### src/rtl/led_uart_reporter.sv
// -----------------------------------------------------------------------------
// led_uart_reporter
//
// Watches the ALU's 8-bit LED register and sends every new value out as a
// UART frame. The frame is 8N1 by default: one start bit, 8 data bits LSB
// first, and one stop bit. If a value changes while a frame is still being
// sent, the pending value is replaced by the newest one, and the number of
// pending values that were overwritten is counted. That count saturates at
// 8'hFF.
//
// Optional feature macro: LED_UART_PARITY_EN
//   When defined, an even-parity bit is inserted after the data bits, giving
//   an 11-bit frame.
//
// Parameters
//   CLKS_PER_BIT : clock cycles per UART bit, legal range 2..65535
//
// Ports
//   Clock      in   rising-edge system clock
//   Reset      in   asynchronous reset, active low
//   iLed       in   [7:0] LED register value, synchronous to Clock
//   oTx        out  UART serial line, idles high (registered)
//   oBusy      out  high from the start bit through the stop bit (registered)
//   oCoalesced out  [7:0] saturating count of overwritten pending values
// -----------------------------------------------------------------------------
module led_uart_reporter #(
  parameter int unsigned CLKS_PER_BIT = 434
) (
  input  logic       Clock,
  input  logic       Reset,
  input  logic [7:0] iLed,
  output logic       oTx,
  output logic       oBusy,
  output logic [7:0] oCoalesced
);

  localparam logic [15:0] LAST_TICK = 16'(CLKS_PER_BIT - 1);

  typedef enum logic [2:0] {
    S_IDLE,
    S_START,
    S_DATA,
`ifdef LED_UART_PARITY_EN
    S_PARITY,
`endif
    S_STOP
  } state_t;

  state_t      state_q,     state_d;
  logic [15:0] bit_cnt_q,   bit_cnt_d;
  logic [2:0]  bit_idx_q,   bit_idx_d;
  logic [7:0]  shift_q,     shift_d;
  logic [7:0]  last_seen_q, last_seen_d;
  logic [7:0]  pend_data_q, pend_data_d;
  logic        pending_q,   pending_d;
  logic [7:0]  coalesced_q, coalesced_d;
  logic        tx_q,        tx_d;
  logic        busy_q,      busy_d;

  logic change;
  logic load;
  logic tick_end;

  always_comb begin
    last_seen_d = last_seen_q;
    pend_data_d = pend_data_q;
    pending_d   = pending_q;
    coalesced_d = coalesced_q;
    state_d     = state_q;
    bit_cnt_d   = bit_cnt_q + 16'd1;
    bit_idx_d   = bit_idx_q;
    shift_d     = shift_q;
    tx_d        = 1'b1;
    busy_d      = 1'b0;

    change   = (iLed != last_seen_q);
    load     = (state_q == S_IDLE) && pending_q;
    tick_end = (bit_cnt_q == LAST_TICK);

    // Change detector. When a load and a change happen on the same edge,
    // the load takes the old pending value and the new value re-arms
    // pending. This case is not counted as an overwrite.
    if (change) begin
      last_seen_d = iLed;
      pend_data_d = iLed;
      pending_d   = 1'b1;
      if (pending_q && !load && (coalesced_q != 8'hFF)) begin
        coalesced_d = coalesced_q + 8'd1;
      end
    end else if (load) begin
      pending_d = 1'b0;
    end

    case (state_q)
      S_IDLE: begin
        bit_cnt_d = '0;
        if (load) begin
          shift_d = pend_data_q;
          state_d = S_START;
        end
      end
      S_START: begin
        if (tick_end) begin
          state_d   = S_DATA;
          bit_idx_d = '0;
          bit_cnt_d = '0;
        end
      end
      S_DATA: begin
        if (tick_end) begin
          bit_cnt_d = '0;
          if (bit_idx_q == 3'd7) begin
`ifdef LED_UART_PARITY_EN
            state_d = S_PARITY;
`else
            state_d = S_STOP;
`endif
          end else begin
            bit_idx_d = bit_idx_q + 3'd1;
          end
        end
      end
`ifdef LED_UART_PARITY_EN
      S_PARITY: begin
        if (tick_end) begin
          state_d   = S_STOP;
          bit_cnt_d = '0;
        end
      end
`endif
      S_STOP: begin
        if (tick_end) begin
          state_d   = S_IDLE;
          bit_cnt_d = '0;
        end
      end
      default: begin
        state_d   = S_IDLE;
        bit_cnt_d = '0;
      end
    endcase

    // The line outputs are decoded from the next state so that they can be
    // registered without adding a cycle of latency. As a result, oTx falls
    // on the same edge that loads the frame.
    case (state_d)
      S_START:    tx_d = 1'b0;
      S_DATA:     tx_d = shift_d[bit_idx_d];
`ifdef LED_UART_PARITY_EN
      S_PARITY:   tx_d = ^shift_d;
`endif
      default:    tx_d = 1'b1;
    endcase
    busy_d = (state_d != S_IDLE);
  end

  always_ff @(posedge Clock or negedge Reset) begin
    if (!Reset) begin
      state_q     <= S_IDLE;
      bit_cnt_q   <= '0;
      bit_idx_q   <= '0;
      shift_q     <= '0;
      last_seen_q <= '0;
      pend_data_q <= '0;
      pending_q   <= 1'b0;
      coalesced_q <= '0;
      tx_q        <= 1'b1;
      busy_q      <= 1'b0;
    end else begin
      state_q     <= state_d;
      bit_cnt_q   <= bit_cnt_d;
      bit_idx_q   <= bit_idx_d;
      shift_q     <= shift_d;
      last_seen_q <= last_seen_d;
      pend_data_q <= pend_data_d;
      pending_q   <= pending_d;
      coalesced_q <= coalesced_d;
      tx_q        <= tx_d;
      busy_q      <= busy_d;
    end
  end

  assign oTx        = tx_q;
  assign oBusy      = busy_q;
  assign oCoalesced = coalesced_q;

endmodule
### config.mk
export PLATFORM = sky130hd
export DESIGN_NAME = led_uart_reporter
export DESIGN_NICKNAME = d
export VERILOG_FILES = /design/src/rtl/led_uart_reporter.sv
export SDC_FILE = /design/constraint.sdc
export NUM_CORES = 1
export LEC_CHECK = 0
export BUFFER_PORTS_ARGS = -buffer_cell sky130_fd_sc_hd__buf_2
export CAP_MARGIN = 30
export CORE_AREA = 2 2 101 103
export DETAILED_ROUTE_END_ITERATION = 7
export DIE_AREA = 0 0 103 105
export PLACE_DENSITY = 0.38
export SLEW_MARGIN = 15
export SYNTH_ARGS = -nofsm -noshare
export SYNTH_HDL_FRONTEND = slang
export SYNTH_SLANG_ARGS = --single-unit
### constraint.sdc
create_clock -name Clock -period 2.7 [get_ports Clock]
set_input_delay 0.27 -clock Clock [delete_from_list [all_inputs] [get_ports Clock]]
set_output_delay 0.27 -clock Clock [all_outputs]
set_load 0.05 [all_outputs]
* Yosys cells after proc, flatten, opt, wreduce, memory -nomap -nowiden *
Index checks and enable logic that the tools add are counted.

word-level totals
  bits in registers = 49
  bits in latches = 0
  memory bits (writable) = 0
  ROM bits = 0
  input bits = 10
  output and inout bits = 10
  logic and storage cells = 50
  memories = 0

operators by class
  $add $sub $neg = 3
  multipliers = 0
  divide/modulo/power cells = 0
  $lt $le $gt $ge = 1
  eq/ne operators = 9
  shift operators = 0
  multiplexer cells = 19
  bitwise operators = 0
  reductions and logical operators = 9

operator list
  operator               number
  $mux 16                2
  $mux 3                 8
  $add 16x1->16 const B  1
  $eq 16x9->1 const B    1
  $mux 8                 2
  $pmux 3 s4             1
  $eq 3x2->1 const B     3
  $add 8x1->8 const B    1
  $ne 8x8->1             1
  $ne 8x8->1 const B     1
  $eq 3x1->1 const B     2
  $pmux 3 s2             1
  $lt 3x4->1 const B     1
  $add 3x1->3 const B    1
  $bmux 1 s3             1
  $eq 3x3->1 const B     1
  $logic_and 1x1->1      3
  $logic_not 3->1        1
  $mux 1                 3
  $reduce_bool 3->1      1
  $reduce_or 3->1        1
  $pmux 1 s2             1
  $reduce_and 2->1       1
  $reduce_bool 2->1      1
  $logic_not 1->1        1

* Depth between registers and ports, before layout *
Gate-level depths: netlist of run 1.

  depth in word-level cells = 7
  gate-level depth with buffers = 9
  mapped depth without buffers = 9

* Worst setup path after synthesis of run 1 *
No wires, ideal clock.

  path type = register to register
  start point = register coalesced_q[0], in the netlist oCoalesced[0]
  end point = register coalesced_q[5], in the netlist oCoalesced[5]
  library setup time = 141 ps
  data arrival time = 1916 ps
  data required time = 2559 ps
  setup slack = 644 ps
  stages on the path, launching flop included = 7
  path buffers = 0
  clock period less this slack = 2056 ps
  cell sequence = dfrtp_1 > ha_1 > and3_1 > a311o_1 > nor2_1 > nand3_1 > xnor2_1

between the ends
  word-level cells in the longest chain between the ends = 3
  elaborated cells between the ends (all ways) = 4
  those cells by class = add/sub: 1; eq/ne: 1; reduce/logical: 2

RTL lines
  what                                                                 RTL line  source
  start, declared                                                      56        logic [7:0] coalesced_q, coalesced_d;
  start signal, assigned                                               177       coalesced_q <= coalesced_d;
  parallel branches: the longest is 3 deep, another holds $add 8x1->8  --

Several ways; the timed one is not identified.
A chain may end at the register's enable or synchronous reset.

* Final worst setup path of run 1 *
  start point = register bit_cnt_q[1]
  end point = register tx_q, in the netlist oTx

between the ends
  word-level cells in the longest chain between the ends = 6
  elaborated cells between the ends (all ways) = 13
  those cells by class = eq/ne: 3; mux: 10

RTL lines
  what                              RTL line  source
  start, declared                   50        logic [15:0] bit_cnt_q, bit_cnt_d;
  start signal, assigned            171       bit_cnt_q <= bit_cnt_d;
  $eq 16x9->1 *                     78        tick_end = (bit_cnt_q == LAST_TICK);
  $mux 3, on equally long branches  110, 103
  $pmux 3 s2 *                      94        case (state_q)
  via bit_idx_d[1]                  51        logic [2:0] bit_idx_q, bit_idx_d;
  $bmux 1 s3 *                      148       S_DATA: tx_d = shift_d[bit_idx_d];
  $mux 1 (implied by the code) *    148
  $pmux 1 s2 *                      146       case (state_d)
  via tx_d                          57        logic tx_q, tx_d;
  end signal, assigned              178       tx_q <= tx_d;
  end, declared                     57

Mark *: on every way through the listed nets, which the timed path passes. The rest lies on a longest branch. The select of a mux whose other input is x is not followed.

==> results.yml, run 1 <==
run_status:
  status: "completed"
timing:
  rsz0062_at_grt: "no"
  fin_crit_sh: 0.8010
  worst_pin_slew_ns: 0.6419
  layout_min_cycle_time_ns: 2.163
  timing.fmax_mhz: 462.4
  fin_tns_setup_ns: 0
  clock_skew_ns: 0.01005
  setup_viol: 0
  slew_violations: 0
  hold_viol_final: 0
  setup_slack_ns: 0.5374
  slew_headroom: 0.5720
global_routing:
  grt_usage: 0.09506
  grt_pass1_vias: 1597
  antenna_found_initial: 0
  grt_max_degree: 50
  gr-total-overflow: 0
  grt_pass1_wl_um: 8079
placed_design:
  dp_slack_ns: 0.5253
  gp_congestion: 0.7019
  dp_hpwl_um: 3270
  portBuffers: 19
logic_synthesis:
  synthSimpleGateAreaFrac: 0.1936
  synth-xor-area-share: 0.1059
  avgSynthCellArea_um2: 10.80
  synth_edf_count: 0
  synth_mux_area_frac: 0.04906
  ys_top_cells_by_count: "48 x dfrtp_1, 24 x nor2_1, 19 x nand2_1, 18 x xnor2_1, 11 x xor2_1"
  synth_top_area_share: 0.5010
  synth_compound_gate_area_share: 0.08194
  synthCells: 222
  yosysUniqueCellTypes: 49
  syn-num-nets: 236
  yosysWarningCount: 0
  synth-seq-cells: 49
  synth_top_family_by_area: "simple AND/OR/NAND/NOR gates"
  synth-adder-area-share: 0.02088
  synth_flop_cell: "dfrtp_1"
  synthArstFlopShare: 1.000
  synth-seq-area-share: 0.5120
  yosysMostFrequentCell: "dfrtp_1"
  synth_area_um2: 2397
  synth_area_leaders: "dfrtp_1 50%, xnor2_1 6.6%, xor2_1 4.0%"
  synth_area_leader_cell: "dfrtp_1"
layout:
  area_growth_pct: 13.10
  insertedDiodeCount: 0
  fin_nets: 252
  drive_gt1_frac: 0.1883
routing:
  wl_per_cell_um: 12.54
  wl_um: 4664
  drc: 0
  ant_nets: 0
  vias_per_cell: 4.202
  drt_pass1_iterations: 4
  vias: 1563
  drt_iter0_drc: 73
cts:
  postCtsSetupBuffers: 0
  postCtsHoldBufs: 0
  cts_buffers: 5
  htree_levels: 2
  ctsResizeCount: 0
  clk_path_buf_depth: 2
  insertion_delay_ns: 0.30
  clkTransAtPathRegs_ns: 0.10
  cts_root_buf: "clkbuf_8"
  cts_tree: "yes"
  clock_sinks: 49
power:
  clkPwrFrac: 0.250
  power.density_nw_per_um2: 655.0
  power.internal_w: 0.001132
  p_sw_frac: 0.3625
  leakage_nw: 1.115
  irDropWorstVdd_mv: 0.4837
  p_total_w: 0.001776
  pwr-share-seq: 0.501
  power.switching_w: 0.0006438
  p_comb_frac: 0.249
critical_path:
  cp.arrival_ns: 2.42
  worstReg2RegEnd: "oTx$_DFF_PN1_"
  worstPathRequired_ns: 2.95
  path_buf_inv: 1
  reg2reg_setup_slack_ns: 0.54
  cp-start-kind: "flop"
  worstSetupPathType: "flop to flop"
  path_depth: 9
  cp_top_family: "compound AO/OA/AOI/OAI gates"
  cp_cell_sequence: "inv_1, ha_1, and4bb_2, nand4_2, o41ai_4, nand2_4, mux2i_1, o211ai_1, o211a_1"
  rr_startpoint: "bit_cnt_q[1]$_DFF_PN0_"
  rr_worst_depth: 9
  critPathMaxStageDelay_ns: 0.49
  cp_max_fo: 6
  worst_path_max_delay_cell: "o41ai_4"
  end_kind: "flop"
floorplanning:
  io_pins: 20
  coreArea_um2: 9639
  num_rows: 36
  start_util: 0.2487
  fp.dieW_um: 103
  die_area_um2: 10820
  dieHeight_um: 105
worst_hold_path:
  hold_path.class: "input port to async pin"
job:
  cap_violations: 0
cell families after synthesis:
logic type,after synthesis
AOI/OAI and AO/OA,25
xor gates and xnor gates,29
adders and majority gates,4
buffers and inverters,18
DFF,49
muxes,10
other,1
and+or+nand+nor,86
cells in the final DEF, fill, tap and decap left out, types with 3 or more instances in the layout:
cell	count
o21ai_0	4
xor2_1	11
buf_4	4
mux2_1	6
a21oi_1	5
nand3_1	9
or3_1	4
nand4_1	4
clkbuf_8	5
nand2_1	19
nor2_1	24
dfrtp_1	48
o31ai_1	3
and3_1	5
ha_1	4
xnor2_1	18
buf_2	19
inv_1	3
nor3_1	5
registers in the layout, summed over array words and instances (netlist names):
register     count
pend_data_q      8
oCoalesced       8
shift_q          8
oBusy            1
state_q          3
oTx              1
bit_idx_q        3
bit_cnt_q       16
pending_q        1
layer usage:
| metal | part of all wire | up-vias | GRT usage | wire length [um] |
|---|---|---|---|---|
| met1 | 0.53 | 749 | 0.1414 | 2463 |
| met4 | 0.015 | 0 | 0.03383 | 71 |
| met3 | 0.030 | 4 | 0.02140 | 141 |
| li1 | - | 793 | - | - |
| met2 | 0.43 | 17 | 0.1336 | 1988 |
| met5 | 0 | - | 0 | 0 |
power groups by stage:
| stage | Combinational, W | Sequential (W) | Clock (W) |
|---|---|---|---|
| finish | 0.000442 | 0.000890 | 0.000444 |
| global route | 0.000477 | 0.000910 | 0.000499 |
| CTS | 0.000451 | 0.000892 | 0.000474 |
| detailed placement | 0.000452 | 0.000904 | 0 |
| global placement | 0.000451 | 0.000907 | 0 |
| floorplan | 0.000148 | 0.00109 | 0 |
metrics by stage:
step	cell area, um2	util	hold slack, ns	instances
floorplan	2397	-	-0.02559	222
global placement	2620	0.2718	0.4024	364
finish	2711	0.2813	0.07034	372
global route	2711	0.2813	0.06886	372
detailed placement	2620	0.2718	0.4051	364
CTS	2711	0.2813	0.07507	372
worst max path at each step:
stage	start	to	slack [ns]
6_report	bit_cnt_q[1]$_DFF_PN0_	oTx$_DFF_PN1_	0.54
5_1_grt	bit_cnt_q[1]$_DFF_PN0_	oTx$_DFF_PN1_	0.33
4_1_cts	bit_cnt_q[1]$_DFF_PN0_	oTx$_DFF_PN1_	0.51
3_5_place_dp	bit_cnt_q[1]$_DFF_PN0_	oTx$_DFF_PN1_	0.53
3_3_place_gp	bit_cnt_q[1]$_DFF_PN0_	oTx$_DFF_PN1_	0.57
2_1_floorplan	oCoalesced[0]$_DFFE_PN0P_	oCoalesced[5]$_DFFE_PN0P_	0.64
area by class of cell:
| class | count | area (um2) |
|---|---|---|
| Tap cell | 133 | 166.4 |
| Timing Repair Buffer | 23 | 125.1 |
| Clock buffer | 5 | 68.82 |
| Inverter | 4 | 15.01 |
| Clock inverter | 3 | 22.52 |
| Fill cell | 1063 | 6928 |
| Sequential cell | 49 | 1227 |
| Multi-Input combinational cell | 155 | 1086 |
No activity file was read; power rests on OpenSTA's default activity.
==> run 2, diff against run 1 <==
--- a/config.mk
+++ b/config.mk
@@ -5,12 +5,13 @@
 export SDC_FILE = /design/constraint.sdc
 export NUM_CORES = 1
 export LEC_CHECK = 0
+export ABC_AREA = 1
 export BUFFER_PORTS_ARGS = -buffer_cell sky130_fd_sc_hd__buf_2
 export CAP_MARGIN = 30
-export CORE_AREA = 2 2 101 103
+export CORE_AREA = 2 2 103 105
 export DETAILED_ROUTE_END_ITERATION = 7
-export DIE_AREA = 0 0 103 105
-export PLACE_DENSITY = 0.38
+export DIE_AREA = 0 0 105 107
+export PLACE_DENSITY = 0.39
 export SLEW_MARGIN = 15
 export SYNTH_ARGS = -nofsm -noshare
 export SYNTH_HDL_FRONTEND = slang
==> constraint.sdc (replaced) <==
create_clock -name Clock -period 1.8 [get_ports Clock]
set_input_delay 0.18 -clock Clock [delete_from_list [all_inputs] [get_ports Clock]]
set_output_delay 0.18 -clock Clock [all_outputs]
set_load 0.05 [all_outputs]
==> run 2 against run 1 <==
  * Final area up 15%
  * Highest routed layer unchanged
  * Die area up 3.9%
  * Clock skew shrank 0.00098 ns
  * Synthesized cell count grew 30%
  * Maximum frequency grew 22%
  * Worst setup slack lost 0.50 ns
  * Critical path depth increased by 1
  * Non-clock buffer count rose by 25
==> results.yml, run 2 <==
critical_path:
  rr_worst_depth: 10
  reg2reg_setup_slack_ns: 0.03
  worst_path_max_delay_cell: "dfrtp_1"
  cp_top_family: "simple AND/OR/NAND/NOR gates"
  cp_common_cell: "nand3_2"
  critPathMaxStageDelay_ns: 0.39
  cp-start-kind: "flop"
  worstReg2RegEnd: "bit_cnt_q[12]$_DFF_PN0_"
  end_kind: "flop"
  cp_max_fo: 3
  rr_startpoint: "bit_cnt_q[0]$_DFF_PN0_"
  path_buf_inv: 2
  worstSetupPathType: "flop to flop"
  crit_start: "bit_cnt_q[0]$_DFF_PN0_"
  cp.arrival_ns: 1.99
  cp_cell_sequence: "buf_4, ha_2, nand3_2, nor2_2, nand2_2, nor3_4, nand3_2, clkinv_1, nand2_1, a211oi_2"
  worstPathRequired_ns: 2.02
power:
  power.density_nw_per_um2: 1185
  p_total_w: 0.003689
  irDropWorstVdd_mv: 0.7067
  leakage_nw: 1.511
cts:
  clock_sinks: 49
  clkTransAtPathRegs_ns: 0.10
  insertion_delay_ns: 0.30
  clk_path_buf_depth: 2
  cts_buffers: 5
  cts_tree: "yes"
  cts_root_buf: "clkbuf_8"
  htree_levels: 2
logic_synthesis:
  synth_edf_count: 0
  synth_top_area_share: 0.4839
  synthCells: 288
  syn-num-nets: 302
  yosysWarningCount: 0
  synth_area_um2: 2482
  synth_area_leaders: "dfrtp_1 48%, nand2_1 11%, nor2_1 4.8%"
  ys_top_cells_by_count: "70 x nand2_1, 48 x dfrtp_1, 32 x nor2_1, 24 x inv_1, 19 x nand3_1"
  synth_area_leader_cell: "dfrtp_1"
  yosysUniqueCellTypes: 33
  synthArstFlopShare: 1.000
  avgSynthCellArea_um2: 8.619
  yosysMostFrequentCell: "nand2_1"
  synth_flop_cell: "dfrtp_1"
  synth-seq-area-share: 0.4945
  synth-seq-cells: 49
timing:
  hold_viol_final: 0
  setup_slack_ns: 0.03439
  layout_min_cycle_time_ns: 1.766
  setup_viol: 0
  clock_skew_ns: 0.009071
  slew_headroom: 0.6540
  slew_violations: 0
  fin_crit_sh: 0.9809
  rsz0062_at_grt: "yes"
  timing.fmax_mhz: 566.4
  worst_pin_slew_ns: 0.5190
placed_design:
  dp_hpwl_um: 3843
  placed_area_um2: 2805
  portBuffers: 19
  gp_congestion: 0.6839
  dp_slack_ns: 0.04519
global_routing:
  grt_usage: 0.1009
  grt_pass1_wl_um: 9232
  grt_pass1_vias: 1975
  gr-total-overflow: 0
  antenna_found_initial: 0
  grt_max_degree: 22
floorplanning:
  fp.dieW_um: 105
  start_util: 0.2460
  coreArea_um2: 10090
  die_area_um2: 11240
  num_rows: 37
  dieHeight_um: 107
  io_pins: 20
layout:
  postLayoutCellArea_um2: 3114
  largest_reg_flops: 16
  final_cell_mix: "68 x nand2_1, 46 x dfrtp_1, 32 x nor2_1"
  fin_nets: 347
  fillers: 1145
  area_growth_pct: 25.45
  registers.top_by_ff_count: "bit_cnt_q"
  drive_gt1_frac: 0.2754
  insertedDiodeCount: 0
  final_common_cell: "nand2_1"
routing:
  drc: 0
  vias: 1915
  wl_per_cell_um: 10.87
  drt_pass1_iterations: 4
  wl_um: 5108
  vias_per_cell: 4.074
  drt_iter0_drc: 26
  ant_nets: 0
run_status:
  status: "completed"
job:
  cap_violations: 0
worst_hold_path:
  hold_path.class: "input port to async pin"
-- run 2: changes by cell type after synthesis, sizes merged, moves of 4 or more --
cell,change
and3,-5
clkbuf,-4
inv,+24
mux2,-8
nand2,+60
nand3,+13
nor2,+14
nor3,+5
nor3b,+5
or3,-4
xnor2,-7
-- run 2: worst register-to-register path, cell delays in order (launching register included) --
cell      delay, ns
dfrtp_1        0.39
buf_4          0.14
ha_2           0.19
nand3_2        0.10
nor2_2         0.15
nand2_2        0.08
nor3_4         0.21
nand3_2        0.12
clkinv_1       0.08
nand2_1        0.06
a211oi_2       0.17
-- run 2: area by class of cell --
| class | instances | area [um2] | area share |
|---|---|---|---|
| Multi-Input combinational cell | 200 | 1157 | 0.3716 |
| Inverter | 29 | 108.9 | 0.03495 |
| Sequential cell | 49 | 1230 | 0.3949 |
| Clock buffer | 6 | 82.58 | 0.02652 |
| Tap cell | 136 | 170.2 | 0.05464 |
| Timing Repair Buffer | 48 | 347.8 | 0.1117 |
| Clock inverter | 2 | 17.52 | 0.005625 |
-- run 2: cell families (layout without fill, tap and decap cells) --
family / Yosys count / after routing / synth area share
other: 1 / 1 / 0.001511
AOI/OAI and AO/OA: 11 / 11 / 0.02772
xor gates and xnor gates: 19 / 19 / 0.06704
adders and majority gates: 4 / 4 / 0.02016
and+or+nand+nor: 165 / 165 / 0.3291
buffers and inverters: 39 / 85 / 0.05998
DFF: 49 / 49 / 0.4945
-- run 2: worst max-delay path by stage --
stage                                            to  slack [ns]  cells past startpoint
after CTS                 oCoalesced[3]$_DFFE_PN0P_        0.04                      9
final                       bit_cnt_q[12]$_DFF_PN0_        0.03                     10
after global placement                oTx$_DFF_PN1_        0.05                     17
after floorplan           oCoalesced[7]$_DFFE_PN0P_        0.08                      9
after detailed placement              oTx$_DFF_PN1_        0.05                     17
after global routing        bit_cnt_q[12]$_DFF_PN0_       -0.09                     10
-- run 2: timing repair --
| item | CTS | global route |
|---|---|---|
| setup endpoints to repair | 0 | 8 |
| resized for setup | 0 | 11 |
| buffers inserted | 0 | 9 |
| hold buffers | 9 | 0 |
| hold endpoints to repair | 24 | 0 |
-- run 2: power breakdown --
| part | switching, W | internal [W] | total (W) |
|---|---|---|---|
| sequential | 0.000150 | 0.00135 | 0.00150 |
| combinational | 0.000965 | 0.000507 | 0.00147 |
| clock | 0.000396 | 0.000320 | 0.000716 |
-- run 2: per-stage QoR --
step           instances  utilization  hold slack [ns]  TNS, ns
6_report             470       0.3086           0.3904        0
5_1_grt              470       0.3086           0.4278  -0.4089
4_1_cts              461       0.2968           0.4007        0
3_5_place_dp         444       0.2780           0.1922        0
3_3_place_gp         444       0.2780           0.1937        0
2_1_floorplan        288            -          -0.1156        0
-- run 2: per-layer routing --
metal | vias to the layer above | GRT usage | wire length, um
li1 | 994 | - | -
met1 | 891 | 0.1272 | 2410
met2 | 28 | 0.1786 | 2521
met3 | 2 | 0.02128 | 153
met4 | 0 | 0.02000 | 22
met5 | - | 0 | 0
==> run 3, diff against run 2 <==
==> config.mk (replaced) <==
export PLATFORM = sky130hd
export DESIGN_NAME = led_uart_reporter
export DESIGN_NICKNAME = d
export VERILOG_FILES = /design/src/rtl/led_uart_reporter.sv
export SDC_FILE = /design/constraint.sdc
export NUM_CORES = 1
export LEC_CHECK = 0
export ABC_CLOCK_PERIOD_IN_PS = 1800
export BUFFER_PORTS_ARGS = -buffer_cell sky130_fd_sc_hd__buf_2
export CAP_MARGIN = 30
export CORE_AREA = 2 2 101 103
export DETAILED_ROUTE_END_ITERATION = 7
export DIE_AREA = 0 0 103 105
export PLACE_DENSITY = 0.39
export SLEW_MARGIN = 20
export SYNTH_ARGS = -nofsm -noshare
export SYNTH_HDL_FRONTEND = slang
export SYNTH_SLANG_ARGS = --single-unit
==> run 3 against run 2 <==
  * Critical endpoint is now oTx$_DFF_PN1_
  * Worst hold slack worse by 0.098 ns
  * The run now ends with setup timing left
  * Via count decreased by 8.6%
  * Maximum frequency down 17%
  * Total power decreased by 16%
  * Utilization up 3.4 points
  * Critical path depth shrank 1
==> results.yml, run 3 (synthesis gave the netlist of run 1 again) <==
run_status:
  status: "complete, but fails checks"
  violations: "setup timing"
timing:
  slew_violations: 0
  hold_viol_final: 0
  layout_min_cycle_time_ns: 2.121
  rsz0062_at_grt: "yes"
  setup_slack_ns: -0.3215
  timing.fmax_mhz: 471.4
  clock_skew_ns: 0.01067
  setup_viol: 1
  fin_crit_sh: 1.179
layout:
  postLayoutCellArea_um2: 3306
  registers.top_by_ff_count: "bit_cnt_q"
  area_growth_pct: 37.89
  drive_gt1_frac: 0.3697
  insertedDiodeCount: 0
  final_common_cell: "dfrtp_1"
  fin_nets: 297
  largest_reg_flops: 16
  final_cell_mix: "44 x dfrtp_1, 38 x buf_4, 20 x nor2_1"
routing:
  vias: 1751
  vias_per_cell: 4.199
  drt_pass1_iterations: 4
  ant_nets: 0
  drt_iter0_drc: 44
  wl_per_cell_um: 12.74
  wl_um: 5314
  drc: 0
cts:
  cts_tree: "yes"
  clock_sinks: 49
  cts_buffers: 5
  htree_levels: 2
  insertion_delay_ns: 0.31
  clk_path_buf_depth: 2
  cts_root_buf: "clkbuf_8"
  clkTransAtPathRegs_ns: 0.09
worst_hold_path:
  hold_path.class: "input port to async pin"
floorplanning:
  num_rows: 36
  fp.dieW_um: 103
  dieHeight_um: 105
  die_area_um2: 10820
  coreArea_um2: 9639
  io_pins: 20
  start_util: 0.2487
critical_path:
  cp-start-kind: "flop"
  worstSetupPathType: "flop to flop"
  cp.arrival_ns: 2.38
  end_kind: "flop"
  worstPathRequired_ns: 2.06
  cp_max_fo: 5
global_routing:
  grt_pass1_vias: 1802
  grt_max_degree: 39
  antenna_found_initial: 0
  grt_pass1_wl_um: 9177
  grt_usage: 0.1081
  gr-total-overflow: 0
placed_design:
  portBuffers: 19
  gp_congestion: 0.7052
  dp_hpwl_um: 3844
  placed_area_um2: 2915
power:
  leakage_nw: 1.401
  p_total_w: 0.003084
  power.density_nw_per_um2: 933.0
  irDropWorstVdd_mv: 0.8023
job:
  cap_violations: 0
run 3: changes by cell type in the layout (fill, tap and decap cells not counted), sizes merged, moves of 8 or more:
cell	change
mux2	+8
inv	-24
nor2	-14
nand2	-60
nand3	-13
buf	+20
run 3: per-layer routing:
metal | track usage | vias up | wire, um
met3 | 0.02475 | 4 | 137
met4 | 0.03102 | 0 | 58
met2 | 0.1609 | 18 | 2354
met5 | 0 | - | 0
li1 | - | 878 | -
met1 | 0.1557 | 851 | 2764
run 3: repair_timing:
action                                 in CTS  in global routing
hold buffers                                9                  0
resized for setup                           3                 20
setup endpoints to repair                   1                 13
buffers inserted                            2                  5
pin swaps                                   7                 12
endpoints found under the hold margin      19                  0
run 3: area by class of cell:
type | count | area (um2)
fill | 993 | 6334
clock inverter | 3 | 68.82
sequential | 49 | 1232
inverter | 4 | 15.01
timing repair buffer | 68 | 516.7
multi-input combinational | 155 | 1237
clock buffer | 5 | 68.82
tap | 133 | 166.4
run 3: where the power goes:
group	internal (W)	total, W	switching, W
Sequential	0.00123	0.00137	0.000134
Clock	0.000560	0.000955	0.000396
Combinational	0.000264	0.000760	0.000496
Total	0.00206	0.00308	0.00103
run 3: stage by stage:
step	TNS [ns]	util	hold slack (ns)	worst slack (ns)	std cells
finish	-0.3215	0.3429	0.2925	-0.3215	417
global route	-0.6227	0.3429	0.3411	-0.4106	417
floorplan	-0.1867	-	-0.1156	-0.1867	222
CTS	-0.3046	0.3292	0.2967	-0.3046	414
detailed placement	-0.3054	0.3024	0.1075	-0.3054	395
global placement	-0.2267	0.3024	0.1041	-0.2267	395
run 3: path summary, 6_finish.rpt:
| path | startpoint | endpoint | slack [ns] | depth (start not counted) |
|---|---|---|---|---|
| max in group asynchronous | Reset | oTx$_DFF_PN1_ | 0.95 | 3 |
| worst max register to register | bit_cnt_q[1]$_DFF_PN0_ | oTx$_DFF_PN1_ | -0.32 | 9 |
| min in group Clock | iLed[1] | pend_data_q[1]$_DFFE_PN0P_ | 0.47 | 1 |
| worst min-delay path | Reset | oBusy$_DFF_PN0_ | 0.29 | 2 |
| worst min register to register | shift_q[2]$_DFF_PN0_ | shift_q[2]$_DFF_PN0_ | 0.50 | 1 |
| worst max-delay path | bit_cnt_q[1]$_DFF_PN0_ | oTx$_DFF_PN1_ | -0.32 | 9 |
run 3: critical path, cell delays in order (launching register included):
cell	delay, ns
dfrtp_1	0.39
inv_1	0.06
ha_1	0.13
and4bb_2	0.26
nand4_4	0.15
o41ai_1	0.48
a22o_4	0.21
o211ai_1	0.09
o211ai_1	0.13
o211a_1	0.18
